==> src/rtl/fp_load_stream.sv <==
// fp_load_stream: DEPTH-entry FIFO front-end for the sqrt datapath.
// Accepts packed FP words {sign, exp, mant} through valid/ready (EDGE_TRIG=0)
// or the legacy capture-on-rising-enable mode (EDGE_TRIG=1). The head entry
// is presented unpacked, with its significand and class flags.
module fp_load_stream #(
  parameter  int EXP_W     = 5,
  parameter  int MANT_W    = 10,
  parameter  int DEPTH     = 4,
  parameter  int EDGE_TRIG = 0,
  localparam int W         = 1 + EXP_W + MANT_W,
  localparam int AW        = $clog2(DEPTH),
  localparam int CW        = AW + 1
) (
  input  logic              clk,
  input  logic              rst,
  input  logic              in_valid,
  input  logic [W-1:0]      in_data,
  output logic              in_ready,
  output logic              out_valid,
  input  logic              out_ready,
  output logic              sign,
  output logic [EXP_W-1:0]  exp,
  output logic [MANT_W-1:0] mant,
  output logic [MANT_W:0]   sig,
  output logic              is_zero,
  output logic              is_sub,
  output logic              is_inf,
  output logic              is_nan,
  output logic [CW-1:0]     count,
  output logic              ovf
);

  // Edge mode only captures on the first cycle of an in_valid run.
  localparam logic EDGE_MODE = (EDGE_TRIG != 0);

  logic [W-1:0]  r_mem [DEPTH];
  logic [AW-1:0] r_wr_ptr;
  logic [AW-1:0] r_rd_ptr;
  logic [CW-1:0] r_count;
  logic          r_prev_valid;
  logic          r_ovf;

  logic          w_full;
  logic          w_push_req;
  logic          w_push;
  logic          w_pop;
  logic [W-1:0]  w_head;
  logic          w_exp_zero;
  logic          w_exp_ones;
  logic          w_mant_zero;

  // in_ready depends only on registered occupancy, so a same-cycle pop never
  // opens the input and there is no out_ready -> in_ready path.
  assign w_full     = (r_count == CW'(DEPTH));
  assign in_ready   = ~w_full;
  assign out_valid  = (r_count != '0);
  assign w_push_req = in_valid & ~(EDGE_MODE & r_prev_valid);
  assign w_push     = w_push_req & ~w_full;
  assign w_pop      = out_valid & out_ready;

  // Occupancy, pointers, edge detector and sticky overflow.
  always_ff @(posedge clk) begin
    if (rst) begin
      r_count      <= '0;
      r_wr_ptr     <= '0;
      r_rd_ptr     <= '0;
      r_prev_valid <= 1'b0;
      r_ovf        <= 1'b0;
    end else begin
      r_count      <= r_count + CW'(w_push) - CW'(w_pop);
      r_prev_valid <= in_valid;
      if (w_push) r_wr_ptr <= r_wr_ptr + AW'(1);
      if (w_pop)  r_rd_ptr <= r_rd_ptr + AW'(1);
      if (EDGE_MODE && w_push_req && w_full) r_ovf <= 1'b1;
    end
  end

  // Storage slots; cleared on reset so the head outputs read zero afterwards.
  for (genvar gi = 0; gi < DEPTH; gi++) begin : g_slot
    // Write slot gi when the write pointer addresses it.
    always_ff @(posedge clk) begin
      if (rst) begin
        r_mem[gi] <= '0;
      end else if (w_push && (r_wr_ptr == AW'(gi))) begin
        r_mem[gi] <= in_data;
      end
    end
  end

  // Head unpacking and classification; flags are held low while empty.
  always_comb begin
    w_head      = r_mem[r_rd_ptr];
    sign        = w_head[W-1];
    exp         = w_head[W-2 -: EXP_W];
    mant        = w_head[MANT_W-1:0];
    w_exp_zero  = (exp == '0);
    w_exp_ones  = &exp;
    w_mant_zero = (mant == '0);
    sig         = {~w_exp_zero, mant};
    is_zero     = out_valid & w_exp_zero &  w_mant_zero;
    is_sub      = out_valid & w_exp_zero & ~w_mant_zero;
    is_inf      = out_valid & w_exp_ones &  w_mant_zero;
    is_nan      = out_valid & w_exp_ones & ~w_mant_zero;
  end

  assign count = r_count;
  assign ovf   = r_ovf;

endmodule

==> config.mk <==
export PLATFORM = sky130hd
export DESIGN_NAME = fp_load_stream
export DESIGN_NICKNAME = d
export VERILOG_FILES = /design/src/rtl/fp_load_stream.sv
export SDC_FILE = /design/constraint.sdc
export NUM_CORES = 1
export LEC_CHECK = 0
export BUFFER_PORTS_ARGS = -buffer_cell sky130_fd_sc_hd__buf_2
export CAP_MARGIN = 20
export CELL_PAD_IN_SITES_DETAIL_PLACEMENT = 2
export CELL_PAD_IN_SITES_GLOBAL_PLACEMENT = 2
export CORE_ASPECT_RATIO = 1.75
export CORE_MARGIN = 10
export CORE_UTILIZATION = 36
export CTS_CLUSTER_SIZE = 25
export DETAILED_ROUTE_END_ITERATION = 6
export GPL_TIMING_DRIVEN = 0
export PLACE_DENSITY_LB_ADDON = 0.1
export SKIP_CTS_REPAIR_TIMING = 1
export SLEW_MARGIN = 0
export SYNTH_ARGS = -nofsm -noshare
export SYNTH_HDL_FRONTEND = slang
export SYNTH_SLANG_ARGS = --single-unit
==> constraint.sdc <==
create_clock -name clk -period 2.5 [get_ports clk]
set_input_delay 0.5 -clock clk [delete_from_list [all_inputs] [get_ports clk]]
set_output_delay 0.5 -clock clk [all_outputs]
set_load 0.02 [all_outputs]
# == Word-level counts from Yosys, hierarchy flattened ==
# Memories as Yosys holds them, arrays and structs flattened. A register that Yosys moved wholly into a read port is not among the register bits.
# Cells that the tools add are included.
# word_totals
word_cells,56
regBits,7
out_inout_bits,37
memories,1
ramBits,64
# mem_list
memory,words,word_bits,rd,rd_ports_with_merged_regs,wr,line,text
r_mem,4,16,1,1,4,36,logic [W-1:0] r_mem [DEPTH];
# op_classes
mux,20
addsub,4
bitwise_logic,15
n_reduce_logical,9
n_eq_ne,4
# op_table
operator,n
16-bit two-way mux,4
1-bit two-way mux,14
10-bit zero test,1
1-bit AND,8
5-bit zero test,1
5-bit AND reduction,1
"2-bit by 1-bit adder with 2-bit output, second input constant",2
"2-bit == test, second input constant",2
1-bit logical AND,4
2-bit two-way mux,2
1-bit bitwise OR,4
3-bit by 1-bit adder with 3-bit output,1
"3-bit == test, second input constant",1
1-bit NOT,3
3-bit nonzero test,1
3-bit by 1-bit subtractor with 3-bit output,1
"2-bit by 1-bit == test with 1-bit output, second input constant",1
2-bit zero test,1

# == Depth between registers and ports, before layout ==
# Gate-level depths: netlist of run 1.
# depth
word_depth,8
mapped_depth,12

# == Least setup slack after synthesis of run 1 ==
# Ideal clock, no wire load.
# synth_path
path_type,reg2reg
from,"register r_count[2], in the netlist count[2]"
to,"register r_count[2], in the netlist count[2]"
path_stages_with_launch,13
path_slack_ns,-0.166
required_time_ns,2.372
path_buffers,1
period_less_slack_ns,2.666
arrival_ns,2.538
path_cell_list,dfxtp_1 > or3b_1 > and2_1 > buf_2 > inv_2 > ha_1 > inv_1 > ha_1 > inv_1 > fa_1 > xor2_1 > xnor2_1 > nor2_1
# synth_via
elab_chain_cells,5
elab_cells_between_ends,7
classes_between,add/sub (2); eq/ne (1); bitwise (3); reduce/logical (1)
# synth_lines
element,line,text
"start, declared",39,logic [CW-1:0] r_count;
"start signal, assigned",70,r_count <= r_count + CW'(w_push) - CW'(w_pop);
3-bit == test,54,assign w_full = (r_count == CW'(DEPTH));
1-bit NOT,-,
via in_ready,18,"output logic in_ready,"
1-bit AND,58,assign w_push = w_push_req & ~w_full;
3-bit by 1-bit adder with 3-bit output,70,
3-bit by 1-bit subtractor with 3-bit output,70,
# The timed path passes the listed nets, and every way through them passes these cells.
# A chain may end at the register's enable or synchronous reset.

==> impl_results.md, run 1 <==
* Status: finished, violations left
* Failing checks: setup timing
* Setup Crit Path Kind: flop to output pin
* Ratio of cells with drive above 1 in the final layout at 38.1%
* Worst hold path class: primary input to flop
* Reg clk slew, reported paths at 50 ps
* Main synth FF type: edfxtp_1
* Leak at 1.73 nW
* Reg power frac at 35.8%
* Starting Density at 36.8%
* Die Y at 150 um
* CTS tree: done
* DR pass1 iterations at 4
* Cell Count, Final, Fillers Out at 429
* Via count at 2099
* RSZ-0062 raised after global routing: yes
* Root Driver: clkbuf_16
* Syn Std Cell Area at 0.00349 mm^2
* Clock Tree Buf Depth at 2
* Via density at 4.89
* Cell Rows at 47
* Slew HR at 42.6%
* Reg area at 0.00211 mm^2
* CP Capture Type: output pin
* Final GP Congestion at 0.732
* Critical Path Fanout Max at 8
* Mapped Cells at 232
* Post-synthesis sequential area ratio at 60.3%
* Synthesized Nets at 259
* Critical Path AT at 2280 ps
* Maximum VDD drop at 0.000491 V
* Placeable Area at 0.00947 mm^2
* GRT Resource Usage Total at 13.1%
* # port buffers at 55
* Avg Inst Size Synth at 15.0 um^2
* Initial antenna violation count at 1
* Power Dens Cells at 1040 mW/mm^2
* Drc violations at 0
* Cells after DPL at 409
* Util after Layout at 45.3%
* Power Internal at 2.96 mW
* Antenna viol nets, final at 0
* Fin crit share at 111%
* Area grow syn2layout at 23.0%
* Total CTS buffers at 9
* Asr flop ratio synth at 0%
* Total grt overflow at 0
* Multi-input gate area at 0.00123 mm^2
* Final Max Slew Viols at 0
* Synth unique cells at 34
* Worst setup margin at -280 ps
* Worst slew pin tran at 861 ps
* Skew-Pair Late Insertion Delay at 320 ps
* WL per Instance at 21.1 um
* Clock power frac at 25.1%
* Hold Vio Cnt, Final at 0
* Number of max-cap violations at 0
* Final instance area at 0.00429 mm^2
* Largest net degree at the start of global routing at 17
* Design Power at 4.45 mW
* Die Span X at 94.4 um
* Sw frac at 33.4%
* DRT iter0 DRCs at 125
* Worst Setup Start Kind: flop
* Layout Nets at 329
* CTS H-tree lvls at 3
* DP Wirelength at 6310 um
* Fillers at 967
* Number of diodes at 0
* WP data required at 2000 ps
* Yosys warning count at 0
* Routed WL at 9050 um
* Combinational fraction of design power at 39.1%
* Final Setup Violations at 5
* I/O Pins at 57
* Fin crit period at 2780 ps
* Vias in the first global route at 2429
* Max Freq at 360 MHz
* Placed Area at 0.00393 mm^2
* Clock Skew at 4.63 ps
* Die Area at 0.0142 mm^2
* First-pass GRT wire length at 13700 um
* Register bit count reported by yosys at 73
* Sw power at 1.49 mW
* EDFF count, synth at 64
* # clock sinks at 73
* Min Hold Slack at 478 ps
-- sequential cells by signal, indices dropped and copies added (netlist names), named ones only --
signal / cells
r_wr_ptr: 2
count: 3
r_mem: 64
r_rd_ptr: 2
-- logic make-up after synthesis --
| kind of cell | after synthesis | share of synthesized area (%) |
|---|---|---|
| AND/OR/NAND/NOR | 95 | 17.4 |
| adder cells (fa/ha/maj) | 7 | 2.73 |
| buffers and inverters | 28 | 5.49 |
| XOR/XNOR | 5 | 1.26 |
| AO/OA/AOI/OAI | 5 | 1.00 |
| other | 1 | 0.108 |
| flip-flops | 73 | 60.3 |
| multiplexers | 18 | 11.8 |
-- cell usage after synthesis, types with 2 or more instances --
cell type / number / area, um^2
mux2i_1: 2 / 20.0
and2_1: 66 / 413
nor3b_2: 4 / 50.1
a21o_1: 4 / 30.0
nand3_1: 3 / 15.0
nor2b_1: 2 / 12.5
clkbuf_8: 2 / 27.5
mux4_1: 11 / 289
xnor2_1: 3 / 26.3
inv_1: 5 / 18.8
mux4_2: 4 / 90.1
edfxtp_1: 64 / 1920
nor4_2: 2 / 25.0
nand2_1: 4 / 15.0
buf_4: 11 / 82.6
clkbuf_1: 6 / 22.5
nor2_1: 8 / 30.0
xor2_1: 2 / 17.5
dfxtp_1: 9 / 180
ha_1: 6 / 75.1
-- power groups by stage --
stage | Sequential, mW | Combinational (mW) | Clock [mW]
final | 1.59 | 1.74 | 1.12
after CTS | 1.59 | 1.57 | 1.13
after floorplan | 1.61 | 1.06 | 0
after detailed placement | 1.61 | 1.56 | 0
after global placement | 1.60 | 1.53 | 0
after global routing | 1.61 | 1.89 | 1.18
-- worst max-delay path: stages (launching register included) --
cell and delay (ps):
dfxtp_2 330, buf_12 140, buf_12 130, mux4_2 550
nor4_4 290, nand3_2 160, nor3b_2 190, buf_4 160
-- cell usage in the layout, fill, tap and decap left out, types with 3 or more instances in the layout --
master,n
and2_1,64
mux4_2,11
buf_4,19
edfxtp_1,64
clkbuf_1,10
nor2_1,7
nor4_4,3
buf_2,51
a21o_1,4
mux4_1,4
inv_1,5
ha_1,6
clkbuf_16,10
nand2_1,3
dfxtp_1,6
xnor2_1,3
nor3b_2,5
-- metrics by stage --
stage	setup WS [ps]	TNS, ps
floorplan	7.07	0
global placement	-141	-560
detailed placement	-218	-773
CTS	-565	-2500
global route	-386	-1620
finish	-280	-1050
-- layer usage --
layer / GRT usage (%) / part of all wire, % / up-vias
met5: 0 / 0.14 / -
met4: 5.04 / 1.7 / 2
met3: 3.44 / 4.5 / 12
met2: 24.5 / 56 / 50
met1: 13.2 / 37 / 1072
li1: - / - / 963
-- area by class of cell --
class	count	area share (%)
inverter	6	0.642
clock inverter	2	0.175
sequential	73	49.2
timing repair buffer	61	8.20
tap	122	3.56
buffer	20	3.94
clock buffer	14	5.69
multi-input combinational	131	28.6
-- worst paths after layout --
path / slack, ps / startpoint / end / cells past startpoint
setup / recovery: -280 / flop / is_nan / 7
hold / removal: 480 / rst / count[0] / 2
setup reg to reg: 130 / count[1] / count[2] / 11
hold reg to reg: 510 / r_wr_ptr[1] / r_wr_ptr[1] / 2
No activity file was read; power rests on OpenSTA's default activity.
==> run 2, diff against run 1 <==
Settings changed: PLACE_DENSITY set to 0.87, PLACE_DENSITY_LB_ADDON 0.1 to unset.
==> run 2 against run 1 <==
Against the previous run: the flow still finishes with violations (setup timing); fmax is 3.7% lower; clock skew is 2.9 ps higher; final cell count is 0.23% lower; largest power group unchanged; wire length is 7.5% higher; power is 6.5% higher; sequential power hardly changed; critical path depth stayed put; die area stayed put; highest routed layer is now met4.
==> impl_results.md, run 2 (synthesized netlist as in run 1, its figures left out) <==
* Status: finished, violations left
* Placed Area at 0.00393 mm^2
* WL per Instance at 22.7 um
* Final Max Slew Viols at 0
* Worst setup margin at -387 ps
* Fin crit period at 2890 ps
* Hold path depth at 2
* Setup_tns at -1410 ps
* Final instance area at 0.00435 mm^2
* Die Area at 0.0142 mm^2
* CP Capture Type: output pin
* # clock sinks at 73
* Layout Nets at 328
* Vias in the first global route at 2521
* Critical Path Fanout Max at 8
* Starting Density at 36.8%
* Final Setup Violations at 5
* Maximum VDD drop at 0.000559 V
* DRT iter0 DRCs at 64
* Cell Rows at 47
* Slew HR at 42.6%
* Fin crit share at 115%
* First-pass GRT wire length at 14800 um
* WP data required at 2000 ps
* Power Dens Cells at 1090 mW/mm^2
* Via count at 2122
* Top reg by flops: r_mem
* Worst slew pin tran at 860 ps
* Antenna viol nets, final at 0
* Max Freq at 346 MHz
* Hold Vio Cnt, Final at 0
* Root Driver: clkbuf_16
* Largest register FFs at 64
* Min Hold Slack at 470 ps
* Drc violations at 0
* Largest net degree at the start of global routing at 17
* Clock Skew at 7.54 ps
* Clock Tree Buf Depth at 2
* Reg clk slew, reported paths at 60 ps
* Final GP Congestion at 0.792
* Commonest non-fill, non-tap cells in the layout: and2_1, edfxtp_1, buf_2
* CTS tree: done
* Design Power at 4.74 mW
* Skew-Pair Late Insertion Delay at 340 ps
* Critical Path AT at 2390 ps
* Util after Layout at 45.9%
* Die Y at 150 um
* # port buffers at 55
* RSZ-0062 raised after global routing: yes
* Total grt overflow at 0
* Die Span X at 94.4 um
* Leak at 1.75 nW
* Ratio of cells with drive above 1 in the final layout at 39.2%
* Worst Setup Start Kind: flop
* I/O Pins at 57
* Total CTS buffers at 9
* CTS H-tree lvls at 3
* Routed WL at 9730 um
* Placeable Area at 0.00947 mm^2
* Cell depth of the worst flop-to-flop path at 11
* Via density at 4.96
* Number of diodes at 0
* Failing checks: setup timing
* Number of max-cap violations at 0
* Area grow syn2layout at 24.8%
* Initial antenna violation count at 0
* DP Wirelength at 6710 um
* Worst hold path class: primary input to flop
* GRT Resource Usage Total at 14.2%
* Setup Crit Path Kind: flop to output pin
* DR pass1 iterations at 4
* Most common cell after layout, fill and taps aside: and2_1
## run 2: final cells by class
| class | count | area, um^2 |
|---|---|---|
| repair buffers | 60 | 348 |
| clock inverters | 6 | 91.3 |
| flip-flops and latches | 73 | 2110 |
| clock buffers | 10 | 229 |
| plain buffers | 20 | 169 |
| multi-input cells | 131 | 1220 |
| inverters | 6 | 27.5 |
| fillers | 917 | 5120 |
| well taps | 122 | 153 |
## run 2: worst paths after layout
path          startpoint  slack [ps]     endpoint
max                 flop        -390       is_nan
min           in_data[8]         470  r_mem[1][8]
max reg2reg     count[1]         140     count[2]
min reg2reg  r_rd_ptr[1]         530  r_rd_ptr[1]
## run 2: routing by layer
layer,GRT usage [%],vias up,part of all wire [%]
met4,7.18,0,2.7
li1,-,957,-
met5,0,-,0
met3,3.69,21,4.0
met1,14.6,1094,38
met2,25.6,50,55
## run 2: critical path, stage by stage, from the launching register on
cell     delay (ps)
dfxtp_2         340
buf_12          150
buf_12          130
mux4_2          560
nor4_4          330
nand3_2         190
nor3b_2         200
buf_4           160
## run 2: where the power goes
group	switching, mW	internal, mW
sequential	0.0812	1.52
combinational	0.974	0.763
clock	0.526	0.877
## run 2: stage by stage
stage | std cells | setup slack (ps)
5_1_grt | 428 | -481
3_5_place_dp | 409 | -298
6_report | 428 | -387
4_1_cts | 425 | -678
3_3_place_gp | 409 | -294
2_1_floorplan | 232 | 7.07
==> run 3, diff against run 2 <==
Settings changed: CORE_UTILIZATION 36 to 39, PLACE_DENSITY 0.87 to 0.89.
Clock period 2.5 ns to 3.2 ns, I/O delays scaled along.
==> run 3 against run 2 <==
Against the previous run: the flow now finishes without violations; global-route usage is 0.70 points higher; non-clock buffer count decreased by 3; utilization grew 3.2 points; final cell count down 1.9%; die area decreased by 6.4%; wire length is 1.4% lower; clock skew decreased by 1.3 ps; combinational power is 30% lower; sequential cell count stayed put; via count grew 0.24%; sequential share of layout area is 0.59 points higher; critical endpoint is now is_inf; largest power group is now the clock network; highest routed layer unchanged.
==> impl_results.md, run 3 (synthesized netlist as in run 1, its figures left out) <==
* Final GP Congestion at 0.783
* Cell Rows at 45
* R2R Setup Slk at 610 ps
* CP Capture Type: output pin
* RR Endpoint: count[2]
* Critical Path AT at 2460 ps
* Reg clk slew, reported paths at 60 ps
* Final Setup Violations at 0
* Design Power at 3.71 mW
* First-pass GRT wire length at 15000 um
* Routed WL at 9590 um
* Via density at 5.06
* Met3 WL at 372 um
* Commonest non-fill, non-tap cells in the layout: and2_1, edfxtp_1, buf_2
* DR pass1 iterations at 4
* Slew HR at 41.8%
* Worst slew pin tran at 873 ps
* Util after Layout at 49.1%
* Final Max Slew Viols at 0
* Via count at 2127
* Clock Skew at 6.29 ps
* Critical Path Fanout Max at 10
* Placeable Area at 0.00873 mm^2
* Max Freq at 323 MHz
* WP data required at 2560 ps
* Root Driver: clkbuf_16
* Die Span X at 91.5 um
* Drc violations at 0
* Leak at 1.76 nW
* Antenna viol nets, final at 0
* Cell depth of the worst flop-to-flop path at 12
* GRT Resource Usage Total at 14.9%
* Setup Crit Path Kind: flop to output pin
* Top reg by flops: r_mem
* Number of diodes at 0
* RSZ-0062 raised after global routing: no
* Ratio of cells with drive above 1 in the final layout at 33.3%
* Crit-path max cell delay at 680 ps
* Hold Vio Cnt, Final at 0
* Critical Path, Cell by Cell: buf_6, buf_12, mux4_1, nor4_4, nand3_2, nor3_2, buf_2
* Initial antenna violation count at 0
* Number of max-cap violations at 0
* Area grow syn2layout at 22.9%
* Skew-Pair Late Insertion Delay at 340 ps
* DRT iter0 DRCs at 96
* CTS tree: done
* Fillers at 856
* Largest register FFs at 64
* Status: finished, final reports clean
* Layout Nets at 325
* I/O Pins at 57
* Fin crit share at 96.9%
* Die Area at 0.0133 mm^2
* Setup_tns at 0 ps
* Hold EP: r_wr_ptr[1]
* Starting Density at 40.0%
* Hold path depth at 2
* Clock Tree Buf Depth at 2
* Total grt overflow at 0
* Slowest cell on the critical path: mux4_1
* WL per Instance at 22.8 um
* Die Y at 145 um
* DR WL met2 at 5330 um
* # clock sinks at 73
* Most common cell after layout, fill and taps aside: and2_1
* CTS H-tree lvls at 3
* Worst R2R Start: count[1]
* Hold Path Origin: r_wr_ptr[1]
* Vias in the first global route at 2507
* Worst hold path class: flop to flop
* Worst Setup Start Kind: flop
* Max layer used: met4
* Total CTS buffers at 9
* # port buffers at 55
* Fin crit period at 3100 ps
* DP Wirelength at 6810 um
* Power Dens Cells at 867 mW/mm^2
* Largest net degree at the start of global routing at 17
* Worst Path Buf+Inv at 3
* Top Family by Delay on Critical Path: multiplexers
* Maximum VDD drop at 0.000394 V
* DRT met1 WL at 3650 um
==> run 3: area by class of cell <==
cell class	instances	area, um^2	area share [%]
tap	117	146	3.42
multi-input combinational	131	1200	28.1
timing repair buffer	55	275	6.42
clock buffer	9	225	5.26
clock inverter	7	141	3.30
buffer	22	169	3.94
inverter	6	22.5	0.526
sequential	73	2100	49.1
==> run 3: how the worst max path moves through the flow <==
stage,start,to,slack (ps),depth (start not counted)
3_3_place_gp,flop,is_inf,330,6
2_1_floorplan,count[2],count[2],530,12
5_1_grt,flop,is_inf,2,6
3_5_place_dp,flop,is_inf,330,6
6_report,flop,is_inf,100,7
4_1_cts,flop,is_inf,-60,6
==> run 3: through the flow <==
| step | instance area, um^2 | hold WS (ps) | worst slack (ps) | instances |
|---|---|---|---|---|
| 2_1_floorplan | 3490 | 469 | 534 | 232 |
| 5_1_grt | 4290 | 593 | 1.56 | 420 |
| 6_report | 4290 | 556 | 99.6 | 420 |
| 3_3_place_gp | 3910 | 498 | 331 | 404 |
| 3_5_place_dp | 3910 | 523 | 333 | 404 |
| 4_1_cts | 4280 | 564 | -58.4 | 420 |
==> run 3: power breakdown <==
part	leakage (nW)	internal (mW)	switching (mW)
sequential	0.744	1.18	0.0577
clock	0.178	0.842	0.408
combinational	0.843	0.498	0.726
==> run 3: routing by layer <==
| metal | up-vias | GRT usage (%) |
|---|---|---|
| met5 | - | 0 |
| met4 | 0 | 7.32 |
| met3 | 13 | 3.15 |
| met2 | 50 | 27.1 |
| met1 | 1103 | 15.6 |
| li1 | 961 | - |
==> run 3: tightest hold or removal path: stages, from the launching register on <==
cell	delay (ps)
dfxtp_1	360
nand2_1	90
a21oi_1	60
